**config.mk**
```make
export PLATFORM = sky130hd
export DESIGN_NAME = axi4_wr_addr_arbiter
export DESIGN_NICKNAME = d
export VERILOG_FILES = /design/src/rtl/axi4_arb_pkg.sv /design/src/rtl/axi4_rr_picker.sv /design/src/rtl/axi4_wr_addr_arbiter.sv
export SDC_FILE = /design/constraint.sdc
export NUM_CORES = 1
export LEC_CHECK = 0
export ABC_CLOCK_PERIOD_IN_PS = 4040
export CELL_PAD_IN_SITES_DETAIL_PLACEMENT = 0
export CELL_PAD_IN_SITES_GLOBAL_PLACEMENT = 1
export CORE_MARGIN = 2
export CORE_UTILIZATION = 33
export CTS_CLUSTER_DIAMETER = 150
export DETAILED_ROUTE_END_ITERATION = 10
export PLACE_DENSITY = 0.81
export SYNTH_ARGS = -nofsm -noshare
export SYNTH_HDL_FRONTEND = slang
export SYNTH_SLANG_ARGS = --single-unit
export TNS_END_PERCENT = 100
```
**constraint.sdc**
```tcl
create_clock -name aclk -period 4.04 [get_ports aclk]
set_clock_uncertainty 0.2 [all_clocks]
set_input_delay 0.404 -clock aclk [delete_from_list [all_inputs] [get_ports aclk]]
set_output_delay 0.404 -clock aclk [all_outputs]
set_load 0.05 [all_outputs]
```
**src/rtl/axi4_arb_pkg.sv**
```systemverilog
// Shared types and sizing helpers for the AXI4 write/read arbiters.
package axi4_arb_pkg;

    localparam int unsigned AXI4_LEN_WIDTH = 8;

    typedef enum logic {
        ARB_IDLE = 1'b0,
        ARB_BUSY = 1'b1
    } arb_state_e;

    function automatic int unsigned id_width(input int unsigned n);
        return (n > 1) ? $clog2(n) : 1;
    endfunction

endpackage

```
**src/rtl/axi4_rr_picker.sv**
```systemverilog
// Combinational round-robin picker: first set request at or after ptr, wrapping.
module axi4_rr_picker
    import axi4_arb_pkg::*;
#(
    parameter int unsigned N   = 8,
    parameter int unsigned IDW = id_width(N)
) (
    input  logic [N-1:0]   req,
    input  logic [IDW-1:0] ptr,
    output logic [N-1:0]   gnt_onehot,
    output logic [IDW-1:0] gnt_idx,
    output logic           gnt_any
);

    always_comb begin
        int unsigned    cand;
        logic [IDW-1:0] cand_idx;
        gnt_onehot = '0;
        gnt_idx    = '0;
        gnt_any    = 1'b0;
        cand       = 0;
        cand_idx   = '0;
        for (int unsigned i = 0; i < N; i++) begin
            cand     = (32'(ptr) + i) % N;
            cand_idx = IDW'(cand);
            if (!gnt_any && req[cand_idx]) begin
                gnt_any              = 1'b1;
                gnt_idx              = cand_idx;
                gnt_onehot[cand_idx] = 1'b1;
            end
        end
    end

endmodule

```
**src/rtl/axi4_wr_addr_arbiter.sv**
```systemverilog
// Round-robin AW+W arbiter for one slave port; grant held until AW and WLAST
// handshakes both complete. Flags burst-length errors and long-held grants.
module axi4_wr_addr_arbiter
    import axi4_arb_pkg::*;
#(
    parameter int unsigned NUM_MASTERS = 8,
    parameter int unsigned LEN_WIDTH   = AXI4_LEN_WIDTH,
    parameter int unsigned TIMEOUT     = 256
) (
    input  logic                             aclk,
    input  logic                             aresetn,
    input  logic [NUM_MASTERS-1:0]           m_awvalid,
    input  logic [NUM_MASTERS*LEN_WIDTH-1:0] m_awlen,
    output logic [NUM_MASTERS-1:0]           m_awready,
    input  logic [NUM_MASTERS-1:0]           m_wvalid,
    input  logic [NUM_MASTERS-1:0]           m_wlast,
    output logic [NUM_MASTERS-1:0]           m_wready,
    output logic                             s_awvalid,
    input  logic                             s_awready,
    output logic                             s_wvalid,
    output logic                             s_wlast,
    input  logic                             s_wready,
    output logic                             grant_valid,
    output logic [$clog2(NUM_MASTERS)-1:0]   grant_id,
    output logic                             len_err,
    output logic                             timeout
);

    localparam int unsigned IDW = id_width(NUM_MASTERS);
    localparam int unsigned HCW = $clog2(TIMEOUT + 1);
    localparam logic [LEN_WIDTH:0] BEAT_MAX = {1'b1, {LEN_WIDTH{1'b0}}};

    arb_state_e         state_q, state_d;
    logic [IDW-1:0]     grant_id_q, grant_id_d;
    logic [IDW-1:0]     rr_ptr_q, rr_ptr_d;
    logic [LEN_WIDTH-1:0] len_q, len_d;
    logic               aw_done_q, aw_done_d;
    logic               w_done_q, w_done_d;
    logic [LEN_WIDTH:0] beat_cnt_q, beat_cnt_d;
    logic [HCW-1:0]     hold_cnt_q, hold_cnt_d;
    logic               len_err_q, len_err_d;
    logic               timeout_q, timeout_d;
    logic               cool_q, cool_d;

    logic [NUM_MASTERS-1:0] pick_onehot;
    logic [IDW-1:0]         pick_idx;
    logic                   pick_any;
    logic [LEN_WIDTH-1:0]   pick_len;
    logic                   aw_hs, wlast_hs;

    axi4_rr_picker #(
        .N   (NUM_MASTERS),
        .IDW (IDW)
    ) u_picker (
        .req        (m_awvalid),
        .ptr        (rr_ptr_q),
        .gnt_onehot (pick_onehot),
        .gnt_idx    (pick_idx),
        .gnt_any    (pick_any)
    );

    always_comb begin
        pick_len = '0;
        for (int unsigned i = 0; i < NUM_MASTERS; i++) begin
            if (pick_onehot[i]) pick_len |= m_awlen[i*LEN_WIDTH +: LEN_WIDTH];
        end
    end

    always_comb begin
        state_d    = state_q;
        grant_id_d = grant_id_q;
        rr_ptr_d   = rr_ptr_q;
        len_d      = len_q;
        aw_done_d  = aw_done_q;
        w_done_d   = w_done_q;
        beat_cnt_d = beat_cnt_q;
        hold_cnt_d = hold_cnt_q;
        len_err_d  = 1'b0;
        timeout_d  = 1'b0;
        cool_d     = 1'b0;
        m_awready  = '0;
        m_wready   = '0;
        s_awvalid  = 1'b0;
        s_wvalid   = 1'b0;
        s_wlast    = 1'b0;
        aw_hs      = 1'b0;
        wlast_hs   = 1'b0;

        unique case (state_q)
            ARB_IDLE: begin
                // The IDLE cycle right after a release does not arbitrate,
                // giving the 3-cycle arb/handshake/idle transaction rhythm.
                if (pick_any && !cool_q) begin
                    state_d    = ARB_BUSY;
                    grant_id_d = pick_idx;
                    rr_ptr_d   = (pick_idx == IDW'(NUM_MASTERS - 1)) ? '0 : pick_idx + 1'b1;
                    len_d      = pick_len;
                    aw_done_d  = 1'b0;
                    w_done_d   = 1'b0;
                    beat_cnt_d = '0;
                    hold_cnt_d = HCW'(1);
                end
            end
            ARB_BUSY: begin
                if (!aw_done_q) begin
                    s_awvalid             = m_awvalid[grant_id_q];
                    m_awready[grant_id_q] = s_awready;
                    aw_hs                 = s_awvalid && s_awready;
                end
                if (!w_done_q) begin
                    s_wvalid             = m_wvalid[grant_id_q];
                    s_wlast              = m_wlast[grant_id_q];
                    m_wready[grant_id_q] = s_wready;
                    if (s_wvalid && s_wready) begin
                        if (beat_cnt_q != BEAT_MAX) beat_cnt_d = beat_cnt_q + 1'b1;
                        if (s_wlast) begin
                            wlast_hs  = 1'b1;
                            len_err_d = (beat_cnt_q != {1'b0, len_q});
                        end
                    end
                end
                aw_done_d = aw_done_q || aw_hs;
                w_done_d  = w_done_q || wlast_hs;
                if (hold_cnt_q != HCW'(TIMEOUT)) begin
                    hold_cnt_d = hold_cnt_q + 1'b1;
                    timeout_d  = (hold_cnt_q == HCW'(TIMEOUT - 1));
                end
                if (aw_done_d && w_done_d) begin
                    state_d    = ARB_IDLE;
                    aw_done_d  = 1'b0;
                    w_done_d   = 1'b0;
                    beat_cnt_d = '0;
                    hold_cnt_d = '0;
                    timeout_d  = 1'b0;
                    cool_d     = 1'b1;
                end
            end
        endcase
    end

    always_ff @(posedge aclk) begin
        if (!aresetn) begin
            state_q    <= ARB_IDLE;
            grant_id_q <= '0;
            rr_ptr_q   <= '0;
            len_q      <= '0;
            aw_done_q  <= 1'b0;
            w_done_q   <= 1'b0;
            beat_cnt_q <= '0;
            hold_cnt_q <= '0;
            len_err_q  <= 1'b0;
            timeout_q  <= 1'b0;
            cool_q     <= 1'b0;
        end else begin
            state_q    <= state_d;
            grant_id_q <= grant_id_d;
            rr_ptr_q   <= rr_ptr_d;
            len_q      <= len_d;
            aw_done_q  <= aw_done_d;
            w_done_q   <= w_done_d;
            beat_cnt_q <= beat_cnt_d;
            hold_cnt_q <= hold_cnt_d;
            len_err_q  <= len_err_d;
            timeout_q  <= timeout_d;
            cool_q     <= cool_d;
        end
    end

    assign grant_valid = (state_q == ARB_BUSY);
    assign grant_id    = grant_id_q;
    assign len_err     = len_err_q;
    assign timeout     = timeout_q;

endmodule

```
After elaboration in Yosys (flattened, before gate mapping)
Cells that the tools add are included.
Cells by class
  reductions and logical operators: 36
  add/sub/neg operators: 10
  bitwise operators: 21
  order comparisons: 18
  equality and inequality tests: 10
  $mul: 0
  divide/modulo/power cells: 0
  muxes and demuxes: 108
  shift-type cells: 0
Operator list (number)
  8-bit two-way mux: 20
  8-bit bitwise OR: 14
  9-bit two-way mux: 8
  1-bit two-way mux: 46
  3-bit by 4-bit < comparator with 1-bit output, second input constant: 9
  9-bit case mux with 2 select lines: 2
  1-bit binary-select mux with 3-bit select: 11
  1-bit demux with 3-bit select: 9
  3-bit by 1-bit >= comparator with 1-bit output, second input constant: 9
  3-bit two-way mux: 9
  1-bit logical AND: 20
  9-bit by 1-bit adder with 9-bit output, second input constant: 2
  9-bit != test, second input constant: 2
  8-bit bitwise AND: 2
  3-bit adder, second input constant: 4
  9-bit by 8-bit equality test with 1-bit output, second input constant: 1
  3-bit by 1-bit != test with 1-bit output, second input constant: 3
  9-bit by 8-bit != test with 1-bit output: 1
  1-bit zero test: 8
  3-bit by 1-bit adder with 3-bit output, second input constant: 2
  3-bit by 2-bit adder with 3-bit output, second input constant: 2
  1-bit case mux with 2 select lines: 3
  2-bit AND reduction: 3
  1-bit inverter: 5
  7 further kinds: 8
Storage, ports and cells
  bits in latches: 0
  bits in writable memories: 0
  output and inout port bits: 25
  logic and storage cells: 214
  memories: 0
  input port bits: 92
  ROM bits: 0
  bits in registers: 38

Longest topological paths before layout
Gate-level depths: netlist (run 1).
  depth in word-level cells: 39
  gate-level depth with buffers: 19
  mapped depth without buffers: 14

Hierarchy
A second synthesis (run 1) with hierarchy kept.
Unflattened totals
  cell total of the unflattened synthesis: 441
  area total of the unflattened synthesis: 3711.1 um^2
Modules (own cells, without submodules)
  axi4_wr_addr_arbiter: area an instance 2506.2 um^2, sequential area each 760.7 um^2, cells an instance 306, times used 1
  axi4_rr_picker: area an instance 1204.9 um^2, sequential area each 0.0 um^2, cells an instance 135, times used 1

Worst setup path before layout (run 1)
No wires, ideal clock.
  kind: flip-flop to flip-flop
  start point: reg rr_ptr_q[0]
  end point: reg rr_ptr_q[0]
  clock period less this slack: 4.334 ns
  arrival: 4.064 ns
  slack: -0.294 ns
  data required time: 3.770 ns
  cell stages (with the launch flop): 18
  setup time: 0.070 ns
  path buffers: 5
  cell sequence: dfxtp_1 -> buf_4 -> inv_2 -> clkbuf_1 -> ha_1 -> buf_6 -> buf_6 -> mux2_1 -> mux4_2 -> nand2b_1 -> or4_1 -> buf_2 -> o22ai_1 -> o21ai_0 -> ha_1 -> ha_1 -> or3_1 -> a21boi_1
On the way
  cells in the longest elaborated chain, start to end: 26
  elaborated cells between the ends (all ways): 58
  classes of those cells: 8 x add/sub; 1 x eq/ne; 33 x mux; 16 x reduce/logical
RTL lines
  start: declaration: line axi4_wr_addr_arbiter.sv:35  | logic [IDW-1:0] rr_ptr_q, rr_ptr_d;
  start signal: assignment: line axi4_wr_addr_arbiter.sv:157  | rr_ptr_q <= rr_ptr_d;
  branches (longest 23 deep; another with 3-bit by 1-bit adder with 3-bit output)
  3-bit two-way mux (*): line axi4_rr_picker.sv:26  | if (!gnt_any && req[cand_idx]) begin
  named net pick_idx[1]: line axi4_wr_addr_arbiter.sv:46  | logic [IDW-1:0] pick_idx;
  3-bit equality test (*): line axi4_wr_addr_arbiter.sv:96  | rr_ptr_d = (pick_idx == IDW'(NUM_MASTERS - 1)) ? '0 : pick_idx + 1'b1;
  3-bit two-way mux (*): line axi4_wr_addr_arbiter.sv:96
Mark *: on every way through the listed nets, which the timed path passes. The select of a mux whose other input is x is not followed.
A chain may end at the register's enable or synchronous reset.

Worst setup path after layout (run 1)
Ends and elaborated chain as after synthesis.

==> flow_summary.json, run 1 <==
{
  "ios": 117,
  "power_density_nw_per_um2": 584,
  "ys_types": 82,
  "fin_setup_tns_ps": 0,
  "clk_pin_slew_ps": 60,
  "grt_overflow_total": 0,
  "ys.warnings.count": 0,
  "grt_pass1_wl_mm": 26.6,
  "grt_util_all_layers_pct": 22.5,
  "totalWireLength_mm": 16.1,
  "ctsHtreeMaxLevel": 2,
  "coreArea_um2": 13200,
  "min_path_type": "flop to flop",
  "n_antenna_cell": 0,
  "synthCells": 554,
  "cts_resized": 0,
  "slew_violations": 0,
  "areaGrowthSynthToFinish_pct": 38.4,
  "path_buf_inv": 2,
  "cp.arrival_ps": 3830,
  "synth-seq-area-share_pct": 16.9,
  "cts_buffers": 5,
  "slowest_delay_ps": 510,
  "grt_start_max_net_pins": 28,
  "ant_nets": 0,
  "ir_worst_vdd_v": 0.000181,
  "firstDrtPassIters": 7,
  "relSlewSlack_pct": 48.0,
  "status": "complete, no violations",
  "critPathKind": "flop to flop",
  "ys.flop_type": "dfxtp_1",
  "post-place-ws_ps": 91.4,
  "syn_area_um2": 4490,
  "dp_hpwl_mm": 12.8,
  "tightest_slew_ps": 777,
  "fin_ws_ps": 219,
  "synth-edff-count": 0,
  "die-area_um2": 14600,
  "max_freq_mhz": 262,
  "n_fill_cell": 1326,
  "crit_chain": "inv_4 > ha_1 > buf_12 > mux2_1 > mux4_2 > nand2b_1 > or4_4 > o22ai_2 > o21ai_1 > ha_1 > ha_1 > or3_1 > a21boi_1",
  "synth_seq_cells": 38,
  "cp_max_fo": 16,
  "ys_top_cells_by_count": "nand2_1 (52), nor2_1 (49), dfxtp_1 (38)",
  "drv_cap": 0,
  "power.leakage_nw": 2.24,
  "postCtsHoldBufs": 0,
  "synthTopCellsByArea": "dfxtp_1 (17%), mux4_2 (8.5%), mux2i_1 (4.5%), nand2_1 (4.3%), mux2_2 (4.3%)",
  "endpoint_kind": "flop",
  "postCtsSetupRepairBufs": 0,
  "avgSynthCellArea_um2": 8.11,
  "die_h_um": 121,
  "yosysTopAreaCell": "dfxtp_1",
  "drt-vias-per-instance": 5.84,
  "first_global_vias": 4992,
  "critPathRequiredTime_ps": 4050,
  "cts_tree": "built",
  "cts.sinks": 38,
  "place_congestion": 1.01,
  "fin_crit_sh_pct": 94.6,
  "drt_iter0_markers": 304,
  "critPathSlowestCell": "mux4_2",
  "period_needed_ps": 3820,
  "cp_top_family": "simple AND/OR/NAND/NOR gates",
  "clk_path_buf_depth": 2,
  "whs_ps": 282,
  "final_core_util_pct": 47.0,
  "hold_viol": 0,
  "drc": 0,
  "wl_per_cell_um": 18.7,
  "drive_above_1_share_pct": 17.4,
  "synth_top_area_share_pct": 16.9,
  "root_buffer": "clkbuf_16",
  "synthArstFlopShare_pct": 0,
  "yosysMostFrequentCell": "nand2_1",
  "vias": 5031,
  "critPathMostFrequentCell": "ha_1",
  "fp-row-count": 42,
  "io_buffers": 116,
  "critPathLaunchType": "flop",
  "die_x_um": 121,
  "rsz0062_at_grt": "false",
  "clk_latency_ps": 280,
  "p_total_mw": 3.63,
  "setup_viol": 0,
  "layout.nets": 789,
  "initial_core_util_pct": 33.9,
  "antenna_found_initial": 0,
  "synthesis.nets": 659
}
cell type report:
type	count	area, um2	share of cell area, %
Timing Repair Buffer	164	1550	24.9
Clock buffer	6	139	2.23
Multi-Input combinational cell	443	3410	54.9
Inverter	32	123	1.97
Tap cell	176	220	3.54
Sequential cell	38	764	12.3
Clock inverter	2	12.5	0.201
state kept, by name (all words and copies together) (netlist names):
signal and cells:
aw_done_q 1, beat_cnt_q 9, cool_q 1, grant_id 3, grant_valid 1, hold_cnt_q 9
len_err 1, len_q 8, rr_ptr_q 3, timeout 1, w_done_q 1
worst reg2reg max path, stage by stage (launching register included):
cell and delay [ps]:
dfxtp_1 390, inv_4 40, ha_1 310, buf_12 160, mux2_1 330, mux4_2 510, nand2b_1 200, or4_4 470
o22ai_2 180, o21ai_1 90, ha_1 190, ha_1 170, or3_1 360, a21boi_1 140
power breakdown:
group	switching [mW]	leakage (nW)	internal (mW)
Sequential	0.0775	0.311	0.447
Combinational	1.58	1.86	1.13
Clock	0.155	0.0729	0.244
Total	1.81	2.24	1.82
per-layer routing:
layer | vias to the layer above | GRT usage, % | share of wire (%)
met5 | - | 0 | 0
met4 | 0 | 5.01 | 1.5
met3 | 19 | 4.15 | 8.4
met2 | 229 | 36.1 | 45
met1 | 2406 | 31.4 | 46
li1 | 2377 | - | -
kinds of logic after synthesis:
group                      count (synthesis)  share of synthesized area, %
AOI/OAI and AO/OA                        157                          27.7
xor gates and xnor gates                  22                          4.46
adders and majority gates                 13                          3.62
buffers and inverters                     73                          7.52
DFF                                       38                          16.9
muxes                                     58                          18.3
and+or+nand+nor                          193                          21.5
layout by cell type (no fill, tap or decap), types with 6 or more instances in the layout:
master,n
dfxtp_1,37
xor2_1,17
mux2i_1,20
o21ai_0,22
nor4_1,10
o211ai_1,7
nor2b_1,6
a221oi_1,9
mux4_2,17
o221ai_1,9
nor3_1,8
buf_4,46
a222oi_1,8
or3_1,7
a21oi_1,18
o22ai_1,6
nand2_1,52
a31oi_1,15
inv_1,30
ha_1,13
and3_1,9
clkdlybuf4s50_1,116
mux2_2,17
nand4_1,8
nand2b_1,9
nand3_1,13
nor2_1,49
o2111ai_1,6
path summary, 6_finish.rpt:
kind | startpoint | to | slack [ps] | cells after the start
setup / recovery | rr_ptr_q[0] | rr_ptr_q[0] | 220 | 13
hold / removal | hold_cnt_q[8] | hold_cnt_q[8] | 280 | 2
setup reg to reg | rr_ptr_q[0] | rr_ptr_q[0] | 220 | 13
hold reg to reg | hold_cnt_q[8] | hold_cnt_q[8] | 280 | 2
per-stage QoR:
stage	instance area (um2)	cells
after CTS	6210	861
after global placement	6060	853
after global routing	6220	861
final	6220	861
after detailed placement	6060	853
after floorplan	4530	554
Note: power is estimated with default switching activity, not from simulation.
==> run 2: changes to the inputs <==
- ABC_CLOCK_PERIOD_IN_PS: 4040 -> 4400
- CORE_UTILIZATION: 33 -> 39
- PLACE_DENSITY: 0.81 -> 0.9
- clock period: 4.04 -> 4.4 ns (I/O delays scaled with it)
==> run 2 against run 1 <==
  * Total power fell by 9.8%
  * Combinational power down 11%
  * Core utilization rose by 6.1 points
  * Flip-flop and latch count is the same
  * Final cell count is 5.8% lower
  * Setup slack improved by 3.0 ps
  * Worst hold slack got worse by 1.9 ps
  * First-iteration DRC count up 110%
  * Design area decreased by 3.5%
  * Via count up 0.22%
  * Sequential power shrank 5.5%
  * Sequential share of layout area is 0.38 points higher
==> flow_summary.json, run 2 (synthesis results as in run 1) <==
{
  "status": "complete, no violations",
  "critPathRequiredTime_ps": 4420,
  "grt_util_all_layers_pct": 25.8,
  "vias": 5042,
  "internal-power_mw": 1.60,
  "tightest_slew_ps": 844,
  "die-area_um2": 12400,
  "min_path_type": "flop to flop",
  "max_freq_mhz": 239,
  "endpoint_kind": "flop",
  "largestRegisters": "beat_cnt_q (9), hold_cnt_q (9), len_q (8)",
  "areaGrowthSynthToFinish_pct": 33.6,
  "critPathKind": "flop to flop",
  "root_buffer": "clkbuf_16",
  "slowest_delay_ps": 570,
  "whs_ps": 280,
  "totalWireLength_mm": 16.0,
  "hold_viol": 0,
  "final_core_util_pct": 53.0,
  "clk_path_buf_depth": 2,
  "firstDrtPassIters": 6,
  "ant_nets": 0,
  "antenna_found_initial": 0,
  "fin_ws_ps": 222,
  "fp-row-count": 39,
  "rsz0062_at_grt": "false",
  "post-place-ws_ps": 207,
  "drt_iter0_markers": 641,
  "ios": 117,
  "postCtsSetupRepairBufs": 0,
  "grt_pass1_wl_mm": 26.1,
  "final_cell_mix": "clkdlybuf4s50_1 (116), nand2_1 (52), nor2_1 (49)",
  "cts.sinks": 38,
  "postCtsHoldBufs": 0,
  "grt_start_max_net_pins": 45,
  "io_buffers": 116,
  "critPathLaunchType": "flop",
  "swShare_pct": 51.0,
  "ir_worst_vdd_v": 0.000362,
  "dp_hpwl_mm": 12.4,
  "period_needed_ps": 4180,
  "cp_max_fo": 10,
  "clk_pin_slew_ps": 60,
  "path_buf_inv": 2,
  "coreArea_um2": 11300,
  "p_sw_mw": 1.67,
  "crit_chain": "inv_1 > ha_1 > buf_4 > mux2_2 > mux4_2 > nand2b_1 > or4_1 > o22ai_1 > o21ai_0 > ha_1 > ha_1 > or3_1 > a21boi_1",
  "wl_per_cell_um": 19.8,
  "pwr-share-clk_pct": 11.1,
  "p_comb_share_pct": 73.8,
  "clk_latency_ps": 290,
  "final_common_cell": "clkdlybuf4s50_1",
  "die_h_um": 111,
  "power.leakage_nw": 2.15,
  "power_density_nw_per_um2": 545,
  "cts_resized": 0,
  "first_global_vias": 5011,
  "setup_viol": 0,
  "cp_top_family": "simple AND/OR/NAND/NOR gates",
  "relSlewSlack_pct": 43.7,
  "drv_cap": 0,
  "drt-vias-per-instance": 6.22,
  "drive_above_1_share_pct": 14.5,
  "slew_violations": 0,
  "critPathSlowestCell": "ha_1",
  "fin_setup_tns_ps": 0,
  "pwr-share-seq_pct": 15.1,
  "layout.nets": 772,
  "drc": 0,
  "dp_cells": 803,
  "place_congestion": 0.979,
  "die_x_um": 111,
  "fin_crit_sh_pct": 95.0,
  "ctsHtreeMaxLevel": 2,
  "n_antenna_cell": 0,
  "final_cells": 811,
  "cp.arrival_ps": 4200,
  "grt_overflow_total": 0,
  "cts_buffers": 5,
  "critPathMostFrequentCell": "ha_1",
  "cts_tree": "built",
  "initial_core_util_pct": 39.7
}
[run 2: worst paths after layout]
check	start	end	slack, ps	cells after the start
worst min register to register	hold_cnt_q[8]	hold_cnt_q[8]	280	2
worst min-delay path	hold_cnt_q[8]	hold_cnt_q[8]	280	2
worst max-delay path	rr_ptr_q[1]	rr_ptr_q[0]	220	13
worst max register to register	rr_ptr_q[1]	rr_ptr_q[0]	220	13
[run 2: layout make-up]
class | instances | area, um2
flip-flops and latches | 38 | 761
clock buffers | 6 | 139
well taps | 143 | 179
multi-input cells | 443 | 3400
clock inverters | 2 | 12.5
repair buffers | 147 | 1390
fillers | 1078 | 5320
inverters | 32 | 120
[run 2: stage by stage]
step           area (um2)  power, mW
2_1_floorplan        4490       2.12
3_3_place_gp         5850       2.87
3_5_place_dp         5850       2.87
4_1_cts              6000       3.24
5_1_grt              6000       3.48
6_report             6000       3.27
[run 2: routing by layer]
metal | global-route usage, % | vias up | share of wire [%]
li1 | - | 2334 | -
met1 | 34.1 | 2390 | 42
met2 | 42.7 | 289 | 47
met3 | 5.14 | 29 | 9.1
met4 | 7.74 | 0 | 2.2
met5 | 0 | - | 0
[run 2: power groups by stage]
stage	Sequential, mW	Combinational [mW]	Clock, mW
6_report	0.496	2.41	0.363
5_1_grt	0.511	2.59	0.385
4_1_cts	0.498	2.37	0.371
3_5_place_dp	0.506	2.36	0
3_3_place_gp	0.501	2.37	0
2_1_floorplan	0.512	1.61	0
[run 2: tightest hold or removal path, stage by stage, from the launching register on]
cell and delay [ps]:
dfxtp_1 330, nand2_1 60, a21boi_1 50
